==> src/rtl/add_share_arbiter.sv <==
// Round-robin arbiter granting four requesters time-shared access to one external 32-bit adder.
// Define ADD_SHARE_ARB_OVF_EN to register a signed-overflow flag alongside each result.
`timescale 1ns/1ps
module add_share_arbiter #(
    parameter int PRIO_INIT = 0
) (
    input  logic         clock,
    input  logic         reset,
    input  logic [3:0]   req_valid,
    input  logic [127:0] req_a,
    input  logic [127:0] req_b,
    output logic [3:0]   req_ready,
    output logic [31:0]  add_a,
    output logic [31:0]  add_b,
    input  logic [31:0]  add_c,
    output logic [3:0]   rsp_valid,
    output logic [31:0]  rsp_data,
    output logic         rsp_ovf,
    input  logic [3:0]   rsp_ready,
    output logic         busy
);

    typedef enum logic [1:0] {
        IDLE = 2'd0,
        EXEC = 2'd1,
        RESP = 2'd2
    } state_t;

    state_t      state_q, state_d;
    logic [1:0]  ptr_q, ptr_d;
    logic [1:0]  gid_q, gid_d;
    logic [31:0] a_q, a_d;
    logic [31:0] b_q, b_d;
    logic [31:0] data_q, data_d;
    logic [1:0]  pick;
    logic [1:0]  idx;
    logic        found;

    // Search upward from the pointer so the most recently served requester goes last.
    always_comb begin
        found = 1'b0;
        pick  = ptr_q;
        idx   = ptr_q;
        for (int k = 0; k < 4; k++) begin
            idx = ptr_q + 2'(k);
            if (!found && req_valid[idx]) begin
                found = 1'b1;
                pick  = idx;
            end
        end
    end

    always_comb begin
        state_d   = state_q;
        ptr_d     = ptr_q;
        gid_d     = gid_q;
        a_d       = a_q;
        b_d       = b_q;
        data_d    = data_q;
        req_ready = 4'b0000;
        rsp_valid = 4'b0000;
        add_a     = 32'd0;
        add_b     = 32'd0;
        case (state_q)
            IDLE: begin
                if (found) begin
                    req_ready = 4'(1) << pick;
                    gid_d     = pick;
                    a_d       = req_a[{pick, 5'd0} +: 32];
                    b_d       = req_b[{pick, 5'd0} +: 32];
                    state_d   = EXEC;
                end
            end
            EXEC: begin
                add_a   = a_q;
                add_b   = b_q;
                data_d  = add_c;
                state_d = RESP;
            end
            RESP: begin
                rsp_valid = 4'(1) << gid_q;
                if (rsp_ready[gid_q]) begin
                    ptr_d   = gid_q + 2'd1;
                    state_d = IDLE;
                end
            end
            default: state_d = IDLE;
        endcase
    end

    always_ff @(posedge clock or negedge reset) begin
        if (!reset) begin
            state_q <= IDLE;
            ptr_q   <= 2'(PRIO_INIT);
            gid_q   <= 2'd0;
            a_q     <= 32'd0;
            b_q     <= 32'd0;
            data_q  <= 32'd0;
        end else begin
            state_q <= state_d;
            ptr_q   <= ptr_d;
            gid_q   <= gid_d;
            a_q     <= a_d;
            b_q     <= b_d;
            data_q  <= data_d;
        end
    end

`ifdef ADD_SHARE_ARB_OVF_EN
    logic ovf_q, ovf_d;

    // Same-sign operands whose sum flips sign overflowed in two's complement.
    always_comb begin
        ovf_d = ovf_q;
        if (state_q == EXEC) begin
            ovf_d = (a_q[31] == b_q[31]) & (add_c[31] != a_q[31]);
        end
    end

    always_ff @(posedge clock or negedge reset) begin
        if (!reset) begin
            ovf_q <= 1'b0;
        end else begin
            ovf_q <= ovf_d;
        end
    end

    assign rsp_ovf = ovf_q;
`else
    assign rsp_ovf = 1'b0;
`endif

    assign rsp_data = data_q;
    assign busy     = (state_q != IDLE);

endmodule
==> config.mk <==
export PLATFORM = sky130hd
export DESIGN_NAME = add_share_arbiter
export DESIGN_NICKNAME = d
export VERILOG_FILES = /design/src/rtl/add_share_arbiter.sv
export SDC_FILE = /design/constraint.sdc
export NUM_CORES = 1
export LEC_CHECK = 0
export ABC_AREA = 1
export BUFFER_PORTS_ARGS = -buffer_cell sky130_fd_sc_hd__buf_2
export CORE_AREA = 2 2 156 158
export DETAILED_ROUTE_END_ITERATION = 8
export DIE_AREA = 0 0 158 160
export GPL_TIMING_DRIVEN = 0
export PLACE_DENSITY = 0.66
export RECOVER_POWER = 100
export SKIP_LAST_GASP = 1
export SYNTH_ARGS = -nofsm -noshare
export SYNTH_HDL_FRONTEND = slang
export SYNTH_SLANG_ARGS = --single-unit
==> constraint.sdc <==
create_clock -name clock -period 1.9 [get_ports clock]
set_input_delay 0.285 -clock clock [delete_from_list [all_inputs] [get_ports clock]]
set_output_delay 0.285 -clock clock [all_outputs]
set_load 0.01 [all_outputs]
Word level (Yosys, flattened, before mapping)
Index checks and enable logic that the tools add are counted.

operators by class
  mux-type cells = 25
  shift-type cells = 4
  equality and inequality tests = 4
  add/subtract/negate cells = 4
  magnitude comparators = 5
  reductions and logical operators = 11

operator list
  cell                                                        count
  indexed part select 128 x 8 -> 32 bit                       2
  2-to-1 mux 32 bit                                           2
  less-than comparator 2 x 3 -> 1 bit, second input constant  5
  2-to-1 mux 4 bit                                            3
  binary-select mux 1 bit (select 2 bit)                      5
  2-to-1 mux 2 bit                                            5
  2-to-1 mux 1 bit                                            9
  << shifter 1 x 2 -> 4 bit, first input constant             2
  one-hot mux 2 bit (3 select lines)                          1
  AND reduction 2 bit                                         3
  adder 2 x 1 -> 2 bit, second input constant                 2
  adder 2 bit, second input constant                          2
  inequality test 2 bit, second input constant                2
  logical AND 1 bit                                           3
  zero test 1 bit                                             3
  equality test 2 x 1 -> 1 bit, second input constant         1
  equality test 2 bit, second input constant                  1
  zero test 2 bit                                             1
  nonzero test 2 bit                                          1

storage, ports and cells
  word-level logic and storage cells = 59
  register bits = 102
  input bits = 298

Longest topological paths before layout
Gate-level depths: netlist of run 1.

  depth in word-level cells = 15
  depth in mapped cells = 17

Least setup slack after synthesis of run 1
No wires, ideal clock.

  path type = register to output
  start point = register ptr_q[0]
  end point = output port req_ready[0]
  cell stages (with the launch flop) = 11
  data required time = 1.615 ns
  arrival time = 1.836 ns
  setup slack = -0.221 ns
  path buffers = 3
  cells stage by stage = dfrtp_1 -> buf_4 -> nand2_1 -> nand3_1 -> nand2_2 -> nand4_2 -> nand2_1 -> buf_4 -> buf_2 -> nand2_1 -> nor3_1

on the way
  longest elaborated chain between the ends = 15
  elaborated cells on any way between the ends = 27
  those cells by class = add/sub: 3; shift: 1; mux: 17; reduce/logical: 6

RTL lines
  element                                                        RTL line  text
  start: declaration                                             30        logic [1:0] ptr_q, ptr_d;
  start signal: assignment                                       94        ptr_q <= 2'(PRIO_INIT);
  start signal: assignment                                       101       ptr_q <= ptr_d;
  branches (longest 13 deep; another with adder 2 x 1 -> 2 bit)  -
  2-to-1 mux 4 bit (*)                                           66        if (found) begin
  2-to-1 mux 4 bit (*)                                           64        case (state_q)
  end: declaration                                               12        output logic [3:0] req_ready,

Mark *: on every way between the ends. The select of a mux whose other input is x is not followed.

Worst setup path after layout of run 1
  start point = register ptr_q[0]
  end point = output port req_ready[1]

Same word-level chain as after synthesis.

==> results of run 1 <==
## metal layers
layer,up-vias,GRT usage
li1,4881,-
met1,4516,0.305
met2,448,0.445
met3,65,0.0410
met4,0,0.0852
met5,-,0
## final cells by class
| cell class | instances | area [um2] |
|---|---|---|
| Inverter | 81 | 309 |
| Fill cell | 2534 | 11900 |
| Clock inverter | 7 | 76.3 |
| Timing Repair Buffer | 460 | 2730 |
| Buffer | 97 | 963 |
| Sequential cell | 102 | 2550 |
| Tap cell | 324 | 405 |
| Multi-Input combinational cell | 971 | 4670 |
| Clock buffer | 9 | 225 |
## layout by cell type, fill, tap and decap left out, types with 2 or more instances in the layout
cell	count
nor2_2	7
inv_1	77
inv_4	2
buf_4	56
nand3_1	250
nand4_1	2
clkbuf_4	5
nand2_1	535
dfrtp_2	2
clkbuf_2	4
clkinv_4	2
bufbuf_16	4
nand2_4	7
buf_6	29
buf_2	376
mux2_2	32
dfrtp_1	100
nand3_2	21
nor3_4	2
buf_8	13
nand2_2	33
nor2_4	6
clkbuf_8	3
inv_2	2
nor2_1	61
buf_12	11
clkbuf_16	13
clkbuf_1	46
ha_1	4
buf_16	5
o21ai_0	3
inv_8	3
nand2_8	2
## state kept, by name, indices dropped and copies added (netlist names)
| register | flops |
|---|---|
| a_q | 32 |
| b_q | 32 |
| rsp_data | 32 |
| gid_q | 2 |
| ptr_q | 2 |
| state_q | 2 |
## worst max-delay path, stage by stage (launching register included)
cell     delay (ns)
dfrtp_2        0.48
buf_6          0.16
nand2_2        0.05
nand2_2        0.07
nand2_2        0.08
nand2_4        0.09
nor2_4         0.16
nand4_1        0.17
buf_6          0.17
buf_12         0.12
nand2_8        0.08
nand2_8        0.06
nor2_4         0.10
buf_6          0.10
## Yosys cell counts (all sizes together)
master / n / area share
buf: 79 / 0.060
o21ai: 5 / 0.0037
nor3: 2 / 0.0013
nand4: 3 / 0.0033
mux2: 32 / 0.047
dfrtp: 102 / 0.33
a21oi: 1 / 0.00065
conb: 1 / 0.00049
nand3: 271 / 0.18
ha: 4 / 0.0065
a32o: 1 / 0.0013
inv: 81 / 0.040
clkbuf: 18 / 0.0088
nor2: 74 / 0.036
nand2: 577 / 0.28
## power by group
| group | switching (uW) | total (uW) | internal [uW] | leakage [uW] |
|---|---|---|---|---|
| registers | 581 | 3900 | 3320 | 0.00125 |
| logic | 12500 | 22200 | 9670 | 0.00560 |
| clock network | 1000 | 1940 | 941 | 0.000149 |
## cell families (layout without fill, tap and decap cells)
kind of cell | count (synthesis) | count (layout)
buffers and inverters | 178 | 654
and+or+nand+nor | 927 | 927
other | 1 | 1
DFF | 102 | 102
muxes | 32 | 32
AOI/OAI and AO/OA | 7 | 7
adders and majority gates | 4 | 4
## repair_timing
action                                  4_1_cts  5_1_grt
endpoints found under the setup margin      136      123
hold endpoints to repair                     43        0
gates resized for setup                     161       80
pin swaps                                    29       25
gates cloned                                 10        4
hold buffers                                  1        0
buffers inserted                             31       11
## how the worst min path moves through the flow
stage / end / slack [ns] / depth (start not counted)
6_report: rsp_data[28] / 0.14 / 2
3_5_place_dp: a_q[14] / 0.34 / 1
4_1_cts: rsp_data[25] / 0.13 / 2
2_1_floorplan: a_q[0] / -0.01 / 0
5_1_grt: rsp_data[22] / 0.14 / 2
3_3_place_gp: a_q[6] / 0.46 / 2
## per-stage QoR
| stage | power (uW) | setup slack, ns | utilization |
|---|---|---|---|
| after floorplan | 15800 | -0.0666 | - |
| after global placement | 20800 | -1.00 | 0.429 |
| after detailed placement | 20900 | -0.989 | 0.431 |
| after CTS | 26700 | -0.613 | 0.487 |
| after global routing | 30400 | -0.733 | 0.501 |
| final | 28000 | -0.631 | 0.501 |
==> flow_summary.toml, run 1 <==
[timing]
max_freq_mhz = 395
layout_setup_ws_ns = -0.631
final.period_utilization = 1.33
final-hold-violation-count = 0
slew_headroom = 0.172
slew_violations = 0
min_period_ns = 2.53
tightest_slew_ns = 1.24
rsz0062_at_grt = "yes"
setup-violations-final = 122
tns_ns = -31.93
fin_skew_ns = 0.0127
whs_ns = 0.144

[power_and_ir_drop]
pwr_density_cell_nw_per_um2 = 2350
p_leak_uw = 0.00700
irDropWorstVdd_v = 0.00109

[floorplanning]
ioPinCount = 404
rows = 57
die_h_um = 160
die-area_um2 = 25300
die_w_um = 158
initial_core_util = 0.323
core_um2 = 23800

[synthesis]
synthXorXnorAreaFrac = 0
netlist_instances = 1251
ys_ff_latch = 102
avgSynthCellArea_um2 = 6.15
synth-compound-area-share = 0.00569
synthAdderAreaFrac = 0.00651
synth_mux_area_frac = 0.0468
synth_warnings = 0
ys_seq_area_frac = 0.332
syn_area_um2 = 7690
synthSimpleGateAreaFrac = 0.500
yosysUniqueCellTypes = 23
syn_nets = 1553
synth_top_family_by_area = "simple AND/OR/NAND/NOR gates"

[min_path]
hp-start = "add_c[28]"
min_path_type = "primary input to flop"

[critical_path]
critical_path_required_ns = 1.62
arrival_ns = 2.25
r2r_end = "b_q[23]"
reg2regPathDepth = 20
cp-end-kind = "output port"
startpoint = "ptr_q[0]"
critical_path.startpoint_type = "flop"
r2r_start = "ptr_q[0]"
worstSetupPathType = "flop to output port"
crit_end = "req_ready[1]"
crit_path_max_fanout = 6
r2r_setup_slack_ns = -0.47

[cells_and_area]
stdcell_count = 2051
drive_gt1_frac = 0.373
antenna_cells = 0
synthToLayoutAreaGrowth_pct = 55.1
nNetsFinal = 2024
stdcell_area_um2 = 11900

[routing]
routed_wl_um = 33900
wl_met3_um = 2340
first_pass_iters = 6
route.detailed.drc = 0
ant_nets = 0
post_drt_wl_per_cell_um = 16.5
drt_iter0_drc = 625
vias = 9910
wl_met2_um = 16500
met1Wirelength_um = 14100
viasPerCell = 4.83
dr.max_layer_used = "met4"

[placement]
gp_congestion = 0.897
place_inst = 1978
place_hpwl_um = 24800
numPortBuffers = 402
placed_area_um2 = 10300

[grt]
gr-total-overflow = 0
grt_pass1_vias = 9351
grt_pass1_wl_um = 49000
grtUsageTotal = 0.251
antenna_found_initial = 0
grt_max_degree = 60

[clocking]
path_clk_slew_ns = 0.09
cts_made_buffers = 9
cts_tree = "yes"
clock_latency_ns = 0.36
clkSinkCount = 102
htreeDepth = 3
cts.path.max_buffers = 2
cts-root-buf = "clkbuf_16"

[run_status]
violations = "negative setup slack"
status = "finished with violations"

[flow_run]
cap_violations = 0
Power figures use the tool's default switching activity.
==> run 2, diff against run 1 <==
PLACE_DENSITY = 0.64   (was 0.66)
SKIP_CTS_REPAIR_TIMING = 1   (was default)
clock period = 3.3 ns   (was 1.9 ns; I/O delays follow)
==> run 2 against run 1 <==
Net effect:
- critical path depth decreased by 1
- power decreased by 54%
- the run now ends clean
- largest cell class unchanged
- worst hold slack improved by 0.23 ns
- final cell count decreased by 2.7%
- sequential power decreased by 43%
- worst setup slack improved by 0.83 ns
- core utilization decreased by 6.8 points
- critical path type unchanged
==> flow_summary.toml, run 2 (synthesis results as in run 1) <==
[timing]
tightest_slew_ns = 1.36
min_period_ns = 3.10
setup-violations-final = 0
rsz0062_at_grt = "no"
final-hold-violation-count = 0
fin_skew_ns = 0.00933
max_freq_mhz = 322
slew_violations = 0
layout_setup_ws_ns = 0.199
slew_headroom = 0.0933
whs_ns = 0.373
final.period_utilization = 0.940

[cells_and_area]
drive_gt1_frac = 0.259
nNetsFinal = 1969
most-common-layout-cells = "nand2_1 (573), buf_2 (343), nand3_1 (271), clkbuf_1 (127), dfrtp_1 (101)"
antenna_cells = 0
synthToLayoutAreaGrowth_pct = 34.0
stdcell_count = 1996
fillers = 2701
layout_commonest_cell = "nand2_1"

[routing]
ant_nets = 0
post_drt_wl_per_cell_um = 15.8
routed_wl_um = 31500
drt_iter0_drc = 524
vias = 9660
first_pass_iters = 5
viasPerCell = 4.84
route.detailed.drc = 0

[critical_path]
critical_path_required_ns = 2.80
critical_path.startpoint_type = "flop"
crit_path_max_fanout = 10
cp-end-kind = "output port"
arrival_ns = 2.61
reg2regPathDepth = 15
worstSetupPathType = "flop to output port"

[clocking]
clock_latency_ns = 0.35
cts.path.max_buffers = 2
clkSinkCount = 102
path_clk_slew_ns = 0.08
cts_made_buffers = 9
htreeDepth = 3
cts_tree = "yes"
cts-root-buf = "clkbuf_16"

[power_and_ir_drop]
pwr_density_cell_nw_per_um2 = 1240
clkPwrFrac = 0.083
comb_power_share = 0.741
swShare = 0.557
total_power_uw = 12800
irDropWorstVdd_v = 0.000546
p_leak_uw = 0.00602
power.switching_uw = 7110
internal_power_uw = 5660
p_seq_frac = 0.175

[grt]
grt_pass1_vias = 9192
antenna_found_initial = 0
gr-total-overflow = 0
grtUsageTotal = 0.239
grt_max_degree = 53
grt_pass1_wl_um = 47100

[flow_run]
cap_violations = 0

[run_status]
status = "finished clean"

[floorplanning]
die-area_um2 = 25300
initial_core_util = 0.323
core_um2 = 23800
ioPinCount = 404
rows = 57
die_w_um = 158
die_h_um = 160

[placement]
place_hpwl_um = 24900
gp_congestion = 0.912
numPortBuffers = 402
place_inst = 1978
dp_slack_ns = 0.388

[min_path]
hold_depth = 2
min_path_type = "primary input to flop"
==> run 2: changes by cell type in the layout (fill, tap and decap cells not counted), moves of 6 or more <==
cell and delta:
buf_6 -26, buf_4 -31, buf_8 -13, nor2_4 -6, buf_12 -11, nand3_1 +21
nor2_2 -6, clkbuf_1 +81, nand2_2 -29, buf_2 -33, nor2_1 +12, nand2_4 -7
nand2_1 +38, nand3_2 -21
==> run 2: routing by layer <==
metal	up-vias	track usage	part of all wire
li1	4752	-	-
met1	4432	0.293	0.42
met2	425	0.427	0.49
met3	51	0.0345	0.069
met4	0	0.0762	0.027
met5	-	0	0
==> run 2: layout make-up <==
type	count	area, um2	area share
Buffer	96	520	0.0505
Timing Repair Buffer	406	1920	0.186
Tap cell	324	405	0.0393
Clock inverter	7	68.8	0.00668
Multi-Input combinational cell	971	4310	0.418
Sequential cell	102	2550	0.248
Inverter	81	307	0.0297
Clock buffer	9	225	0.0218
==> run 2: critical path, cell delays in order, from the launching register on <==
cell	delay, ns
dfrtp_1	0.43
clkbuf_4	0.24
nand2_1	0.06
nand2_1	0.10
nand2_1	0.07
nand2_2	0.13
nor2_2	0.07
nand4_1	0.10
buf_2	0.26
buf_2	0.27
nand2_1	0.11
nor3_1	0.23
buf_2	0.17
==> run 2: power groups by stage <==
stage                     Clock (uW)  Combinational [uW]  Sequential (uW)
after detailed placement           0                9550             2250
after floorplan                    0                6530             2290
final                           1060                9460             2240
after global placement             0                9450             2230
after global routing            1140               10700             2310
after CTS                       1100                9590             2230
==> run 2: metrics by stage <==
step                      setup TNS [ns]   util  area [um2]
after detailed placement               0  0.426       10100
after floorplan                        0      -        7690
after global placement                 0  0.424       10100
final                                  0  0.433       10300
after global routing                   0  0.433       10300
after CTS                        -0.0139  0.438       10400
==> run 2: path summary, 6_finish.rpt <==
check | endpoint | startpoint | slack, ns
max | req_ready[2] | ptr_q[0] | 0.20
min | rsp_data[16] | add_c[16] | 0.37
max reg2reg | b_q[5] | ptr_q[0] | 0.26
min reg2reg | b_q[29] | b_q[29] | 0.48
max in group asynchronous | b_q[22] | reset | 0.89
min in group asynchronous | rsp_data[30] | reset | 0.42
